`src/rtl/core_lsu_pkg.sv`:
```
// Shared types and helpers for the pipelined load/store unit: size codes,
// the per-request FIFO entry, and byte-lane strobe / data formatting helpers.
package core_lsu_pkg;

    typedef enum logic [1:0] {
        LSU_SZ_B = 2'd0,
        LSU_SZ_H = 2'd1,
        LSU_SZ_W = 2'd2,
        LSU_SZ_D = 2'd3
    } lsu_size_e;

    // discard is deliberately the LSB so the FIFO can mark it by bit position.
    typedef struct packed {
        logic [2:0] offset;
        lsu_size_e  size;
        logic       sext;
        logic       load;
        logic       discard;
    } lsu_entry_t;

    localparam int LSU_ENTRY_W = $bits(lsu_entry_t);

    function automatic logic [7:0] lsu_strb(input logic [1:0] size, input logic [2:0] offset);
        logic [7:0] m;
        case (size)
            LSU_SZ_B: m = 8'h01;
            LSU_SZ_H: m = 8'h03;
            LSU_SZ_W: m = 8'h0F;
            default:  m = 8'hFF;
        endcase
        return m << offset;
    endfunction

    function automatic logic [63:0] lsu_wrep(input logic [63:0] wd, input logic [1:0] size);
        case (size)
            LSU_SZ_B: return {8{wd[7:0]}};
            LSU_SZ_H: return {4{wd[15:0]}};
            LSU_SZ_W: return {2{wd[31:0]}};
            default:  return wd;
        endcase
    endfunction

    function automatic logic [63:0] lsu_rformat(input logic [63:0] rd, input logic [2:0] offset,
                                                input logic [1:0] size, input logic sext);
        logic [63:0] sh;
        sh = rd >> {offset, 3'b000};
        case (size)
            LSU_SZ_B: return sext ? {{56{sh[7]}}, sh[7:0]}   : {56'b0, sh[7:0]};
            LSU_SZ_H: return sext ? {{48{sh[15]}}, sh[15:0]} : {48'b0, sh[15:0]};
            LSU_SZ_W: return sext ? {{32{sh[31]}}, sh[31:0]} : {32'b0, sh[31:0]};
            default:  return sh;
        endcase
    endfunction

endpackage

```
`src/rtl/core_lsu_fifo.sv`:
```
// Synchronous FIFO of in-flight request descriptors with a bulk port that sets
// bit 0 (the discard flag) of every slot.
module core_lsu_fifo #(
    parameter int DEPTH = 2,
    parameter int W     = 8
) (
    input  logic                         g_clk,
    input  logic                         g_resetn,
    input  logic                         i_push,
    input  logic [W-1:0]                 i_din,
    input  logic                         i_pop,
    input  logic                         i_mark_all,
    output logic [W-1:0]                 o_head,
    output logic [$clog2(DEPTH+1)-1:0]   o_count
);
    localparam int PW = (DEPTH > 1) ? $clog2(DEPTH) : 1;
    localparam int CW = $clog2(DEPTH + 1);

    logic [PW-1:0] r_wptr, r_rptr;
    logic [CW-1:0] r_count;
    logic          w_push, w_pop;
    logic [W-1:0]  w_slots [DEPTH];

    assign w_push = i_push && (r_count != CW'(DEPTH));
    assign w_pop  = i_pop && (r_count != '0);

    genvar gi;
    generate
        for (gi = 0; gi < DEPTH; gi++) begin : g_slot
            logic [W-1:0] r_slot;
            // Marking free slots too is harmless: a push overwrites the whole slot.
            always_ff @(posedge g_clk) begin
                if (!g_resetn)
                    r_slot <= '0;
                else if (w_push && (r_wptr == PW'(gi)))
                    r_slot <= i_din;
                else if (i_mark_all)
                    r_slot[0] <= 1'b1;
            end
            assign w_slots[gi] = r_slot;
        end
    endgenerate

    always_ff @(posedge g_clk) begin
        if (!g_resetn) begin
            r_wptr  <= '0;
            r_rptr  <= '0;
            r_count <= '0;
        end else begin
            if (w_push)
                r_wptr <= (r_wptr == PW'(DEPTH - 1)) ? '0 : r_wptr + 1'b1;
            if (w_pop)
                r_rptr <= (r_rptr == PW'(DEPTH - 1)) ? '0 : r_rptr + 1'b1;
            case ({w_push, w_pop})
                2'b10:   r_count <= r_count + 1'b1;
                2'b01:   r_count <= r_count - 1'b1;
                default: r_count <= r_count;
            endcase
        end
    end

    assign o_head  = w_slots[r_rptr];
    assign o_count = r_count;

endmodule

```
`src/rtl/core_exec_lsu_q.sv`:
```
// Execute-stage load/store unit keeping up to DEPTH requests in flight on a
// split request/response memory bus, returning responses strictly in order.
module core_exec_lsu_q
    import core_lsu_pkg::*;
#(
    parameter int XLEN  = 64,
    parameter int DEPTH = 2
) (
    input  logic              g_clk,
    input  logic              g_resetn,
    input  logic              valid,
    output logic              ready,
    input  logic [XLEN-1:0]   addr,
    input  logic [XLEN-1:0]   wdata,
    input  logic              store,
    input  logic [1:0]        size,
    input  logic              sext,
    input  logic              flush,
    output logic              rsp_valid,
    output logic              rsp_load,
    output logic [XLEN-1:0]   rsp_rdata,
    output logic              rsp_trap_addr,
    output logic              rsp_trap_bus,
    output logic              dmem_req,
    output logic [XLEN-1:0]   dmem_addr,
    output logic              dmem_wen,
    output logic [XLEN/8-1:0] dmem_strb,
    output logic [XLEN-1:0]   dmem_wdata,
    input  logic              dmem_gnt,
    input  logic              dmem_rsp_valid,
    input  logic              dmem_err,
    input  logic [XLEN-1:0]   dmem_rdata
);
    localparam int NB = XLEN / 8;
    localparam int OW = $clog2(NB);
    localparam int CW = $clog2(DEPTH + 1);

    logic [CW-1:0] w_count;
    lsu_entry_t    w_head, w_entry;
    logic          w_misalign, w_trap_acc, w_push, w_pop, w_head_live;
    logic [2:0]    w_offset;
    logic [7:0]    w_strb8;
    logic [63:0]   w_wrep, w_fmt;

    logic            r_rsp_valid, r_rsp_load, r_rsp_trap_addr, r_rsp_trap_bus;
    logic [XLEN-1:0] r_rsp_rdata;

    assign w_offset = 3'(addr[OW-1:0]);

    always_comb begin
        case (size)
            LSU_SZ_B: w_misalign = 1'b0;
            LSU_SZ_H: w_misalign = addr[0];
            LSU_SZ_W: w_misalign = |addr[1:0];
            default:  w_misalign = (XLEN == 32) || (|addr[2:0]);
        endcase
    end

    // Misaligned requests never reach memory; they wait for an empty queue so
    // their trap response cannot overtake older memory responses.
    assign dmem_req    = valid && !flush && !w_misalign && (w_count < CW'(DEPTH));
    assign w_trap_acc  = valid && !flush && w_misalign && (w_count == '0);
    assign w_push      = dmem_req && dmem_gnt;
    assign ready       = w_misalign ? w_trap_acc : w_push;
    assign w_pop       = dmem_rsp_valid && (w_count != '0);
    assign w_head_live = w_pop && !w_head.discard && !flush;

    assign dmem_addr  = {addr[XLEN-1:OW], {OW{1'b0}}};
    assign dmem_wen   = store;
    assign w_strb8    = lsu_strb(size, w_offset);
    assign dmem_strb  = w_strb8[NB-1:0];
    assign w_wrep     = lsu_wrep(64'(wdata), size);
    assign dmem_wdata = w_wrep[XLEN-1:0];
    assign w_fmt      = lsu_rformat(64'(dmem_rdata), w_head.offset, w_head.size, w_head.sext);

    always_comb begin
        w_entry         = '0;
        w_entry.offset  = w_offset;
        w_entry.size    = lsu_size_e'(size);
        w_entry.sext    = sext;
        w_entry.load    = !store;
        w_entry.discard = 1'b0;
    end

    core_lsu_fifo #(.DEPTH(DEPTH), .W(LSU_ENTRY_W)) u_fifo (
        .g_clk      (g_clk),
        .g_resetn   (g_resetn),
        .i_push     (w_push),
        .i_din      (w_entry),
        .i_pop      (w_pop),
        .i_mark_all (flush),
        .o_head     (w_head),
        .o_count    (w_count)
    );

    always_ff @(posedge g_clk) begin
        if (!g_resetn) begin
            r_rsp_valid     <= 1'b0;
            r_rsp_load      <= 1'b0;
            r_rsp_trap_addr <= 1'b0;
            r_rsp_trap_bus  <= 1'b0;
            r_rsp_rdata     <= '0;
        end else begin
            r_rsp_valid     <= w_trap_acc || w_head_live;
            r_rsp_load      <= w_trap_acc ? !store : (w_head_live && w_head.load);
            r_rsp_trap_addr <= w_trap_acc;
            r_rsp_trap_bus  <= w_head_live && dmem_err;
            r_rsp_rdata     <= (w_head_live && w_head.load && !dmem_err) ? w_fmt[XLEN-1:0] : '0;
        end
    end

    assign rsp_valid     = r_rsp_valid;
    assign rsp_load      = r_rsp_load;
    assign rsp_trap_addr = r_rsp_trap_addr;
    assign rsp_trap_bus  = r_rsp_trap_bus;
    assign rsp_rdata     = r_rsp_rdata;

    // A memory response with nothing outstanding is a bus protocol violation.
    a_no_orphan_rsp: assert property (@(posedge g_clk) disable iff (!g_resetn)
        !(dmem_rsp_valid && (w_count == '0)));

endmodule

```
`config.mk`:
```
export PLATFORM = sky130hd
export DESIGN_NAME = core_exec_lsu_q
export DESIGN_NICKNAME = d
export VERILOG_FILES = /design/src/rtl/core_lsu_pkg.sv /design/src/rtl/core_lsu_fifo.sv /design/src/rtl/core_exec_lsu_q.sv
export SDC_FILE = /design/constraint.sdc
export NUM_CORES = 1
export LEC_CHECK = 0
export CAP_MARGIN = 10
export CORE_AREA = 2 2 161 163
export CTS_BUF_LIST = sky130_fd_sc_hd__clkbuf_8
export DETAILED_ROUTE_END_ITERATION = 12
export DIE_AREA = 0 0 163 165
export GPL_TIMING_DRIVEN = 0
export SETUP_SLACK_MARGIN = 0.02
export SYNTH_ARGS = -nofsm -noshare
export SYNTH_HDL_FRONTEND = slang
export SYNTH_HIERARCHICAL = 1
export SYNTH_SLANG_ARGS = --single-unit
export TNS_END_PERCENT = 50
```
`constraint.sdc`:
```
create_clock -name g_clk -period 3.1 [get_ports g_clk]
set_input_delay 0.465 -clock g_clk [delete_from_list [all_inputs] [get_ports g_clk]]
set_output_delay 0.465 -clock g_clk [all_outputs]
set_load 0.005 [all_outputs]
```
==> summary.md <==
| Metric | Value |
|---|---|
| Outcome | `complete, no violations` |
| Antenna-violating nets left | `0` |
| Register area | `around 1800 µm²` |
| Post-place instance area | `about 11000 µm²` |
| Multi-input logic area | `4030 µm²` |
| Avg Inst Size Synth | `9.06 µm²` |
| Comb pwr share | `approximately a third` |
| CTS tree | `done` |
| Die X | `between 150 and 200 µm` |
| Most frequent cells after synthesis | `dfxtp_1 (88), mux2i_1 (85), buf_4 (80)` |
| Cell breakdown of the critical path | `clkdlybuf4s50_1 > clkbuf_4 > clkbuf_4 > clkbuf_4 > nor2_1 > a21oi_1 > clkdlybuf4s50_1` |
| Starting Density | `27.1%` |
| Ys async rst share | `0%` |
| Hpwl dp | `24100 µm` |
| Seq cells post-synth | `88` |
| Slew @ Worst Pin | `681 ps` |
| CP Buf/Inv Count | `5` |
| Worst clock skew | `between 8 and 9 ps` |
| Crit Path Max Fanout | `10` |
| CP most frequent cell | `clkbuf_4` |
| Arrival time worst endpoint | `2540 ps` |
| Cts hold-fix bufs | `0` |
| Crit end category | `output port` |
| EDFF count, synth | `0` |
| Final hold vios | `0` |
| Total GRT Usage | `20.9%` |
| Slowest cell delay on critical path | `550 ps` |
| Top delay family on crit path | `buffers and inverters` |
| CTS Buf Count | `9` |
| Final worst slack | `91.5 ps` |
| Core area | `25000 µm²` |
| Ys flop type | `dfxtp_1` |
| Setup TNS | `0 ps` |
| Clk pwr share | `29.7%` |
| Hold Crit Class | `reg -> reg` |
| Total global routing overflow | `0` |
| Wire length per cell | `around 20 µm` |
| Drt via density | `between 4 and 5` |
| Die height | `around 170 µm` |
| Synth Warn # | `6` |
| Clk sinks | `approximately 90` |
| Final period utilization | `97.0%` |
| Total of max-cap violations | `0` |
| Root buffer cell | `clkbuf_8` |
| Via Count | `between 7000 and 8000` |
| Clk_lat worst skew | `380 ps` |
| Post-Place Cells | `~1400` |
| Util after Layout | `43.6%` |
| Most frequent cell after synthesis | `dfxtp_1` |
| DR top layer | `met5` |
| Post-synth top area share | `26.0%` |
| Sequential share of power | `a little under two fifths` |
| Tmin final | `3010 ps` |
| RSZ-0062 raised after global routing | `no` |
| Initial antenna violation count | `4` |
| Final number of setup-violating endpoints | `0` |
| Worst vdd ir | `a little under 0.0002 V` |
| Gpl congestion | `0.897` |
| Max Slew Vio Count | `0` |
| Crit path kind | `in -> out` |
| First-pass GRT wire length | `about 42000 µm` |
| Int Pwr | `2.18 mW` |
| Net Switching | `just over 0.8 mW` |
| Distinct cells, synth | `59` |
| Number of global-route vias before repair | `between 7000 and 8000` |
| Total power draw | `2.99 mW` |
| Largest net degree at the start of global routing | `16` |
| Setup crit start kind | `primary input` |
| Number of remaining DRC errors | `0` |
| Fill count | `2501` |
| Fraction of layout cells with a size suffix above 1 | `20.2%` |
| Die area | `26900 µm²` |
| Worst hold margin | `458 ps` |
| Input/output buffers | `345` |
| Cell area after synthesis | `6780 µm²` |
| Metal-1 WL | `between 10000 and 15000 µm` |
| I/O pins | `410` |
| TritonRoute pass-1 iters | `5` |
| Routed wl met2 | `14000 µm` |
| Leakage | `3.94 nW` |
| Sw Ratio | `27.2%` |
| DRT Wirelength | `29400 µm` |
| Clock Path Buffers | `2` |
| CTS H-tree lvls | `3` |
| Synth area leader | `dfxtp_1` |
| Pwr Density | `274 nW/µm²` |
| Post-Synthesis Cells | `749` |
| Post-route cell area | `10900 µm²` |
| Site Rows | `58` |
| Seq/Total Area, Yosys | `26.0%` |
| Rel. slew slack | `54.6%` |
| Area Overhead vs Synth | `61.0%` |
| F_max | `between 300 and 400 MHz` |
| Non-filler cells, final | `1445` |
| Setup slack at placement | `-640 ps` |
| Synth area leaders | `dfxtp_1 (26%), mux2i_1 (13%), buf_4 (8.9%), mux2_2 (8.1%), mux4_2 (7.3%)` |
| CP max-delay cell | `clkdlybuf4s50_1` |
| Required @ worst endpoint | `approximately 2600 ps` |
| Post-CTS setup buffer count | `0` |
| Clock transition at path regs | `80 ps` |
| First-iteration detailed-routing DRC count | `574` |
| Routed wl met3 | `2360 µm` |
| Nets | `1312` |
## per-layer routing
| layer | global-route usage, % | vias to the layer above |
|---|---|---|
| met5 | 0 | - |
| met3 | 6.05 | 29 |
| met1 | 27.2 | 3389 |
| met2 | 33.8 | 332 |
| li1 | - | 3374 |
| met4 | 5.51 | 2 |
## flip-flops by register name (all words and copies together) (netlist names)
signal / count
u_fifo/o_count: 2
rsp_trap_bus: 1
u_fifo/r_wptr: 1
rsp_trap_addr: 1
rsp_load: 1
rsp_valid: 1
rsp_rdata: 64
u_fifo/g_slot.r_slot: 16
u_fifo/r_rptr: 1
## kinds of logic after synthesis
family / synth area share, %
simple gates: 13.0
other cells: 0.0553
fa+ha+maj: 0.184
compound gates: 17.2
xor+xnor: 0.387
mux: 28.2
buf+inv: 15.0
flops: 26.0
## area by class of cell
cell class | instances | share of cell area, %
diodes | 3 | 0.0687
flip-flops and latches | 88 | 16.1
well taps | 330 | 3.78
clock inverters | 6 | 0.859
clock buffers | 9 | 1.13
inverters | 14 | 0.481
plain buffers | 143 | 9.07
repair buffers | 345 | 31.6
multi-input cells | 507 | 36.9
## worst paths after layout
kind                                            startpoint                          to  slack (ps)  cells after the start
worst max-delay path                               size[1]              dmem_wdata[54]          90                      7
worst min-delay path            u_fifo/g_slot[1].r_slot[2]  u_fifo/g_slot[1].r_slot[2]         460                      2
worst max register to register               u_fifo/r_rptr               rsp_rdata[55]         210                      9
worst min register to register  u_fifo/g_slot[1].r_slot[2]  u_fifo/g_slot[1].r_slot[2]         460                      2
## repair_timing
item | CTS | global route
pin swaps | 1 | 0
resized for setup | 18 | 6
gates cloned | 0 | 0
setup endpoints to repair | 62 | 15
## cell usage in the layout, fill, tap and decap left out, drive strengths merged, types with 11 or more instances in the layout
cell / instances
clkdlybuf4s50: 343
buf: 111
dfxtp: 88
mux2i: 85
nand2: 76
mux2: 50
a21oi: 49
clkbuf: 42
a41oi: 32
mux4: 22
nor2: 21
o21ai: 20
a31oi: 16
inv: 15
and2: 15
nor2b: 14
a211oi: 11
nand2b: 11
## power groups by stage
| stage | Clock, mW | Combinational [mW] | Sequential (mW) |
|---|---|---|---|
| CTS | 0.912 | 0.957 | 1.14 |
| finish | 0.888 | 0.962 | 1.14 |
| global route | 0.954 | 1.02 | 1.14 |
| global placement | 0 | 0.948 | 1.17 |
| detailed placement | 0 | 0.946 | 1.17 |
| floorplan | 0 | 0.380 | 1.17 |
## tightest hold or removal path: cells and delay by family, from the launching register on
family,cells,cell delay [ps]
multiplexers,1,50
flip-flops,1,320
AND/OR/NAND/NOR,1,50
Power figures use the tool's default switching activity.
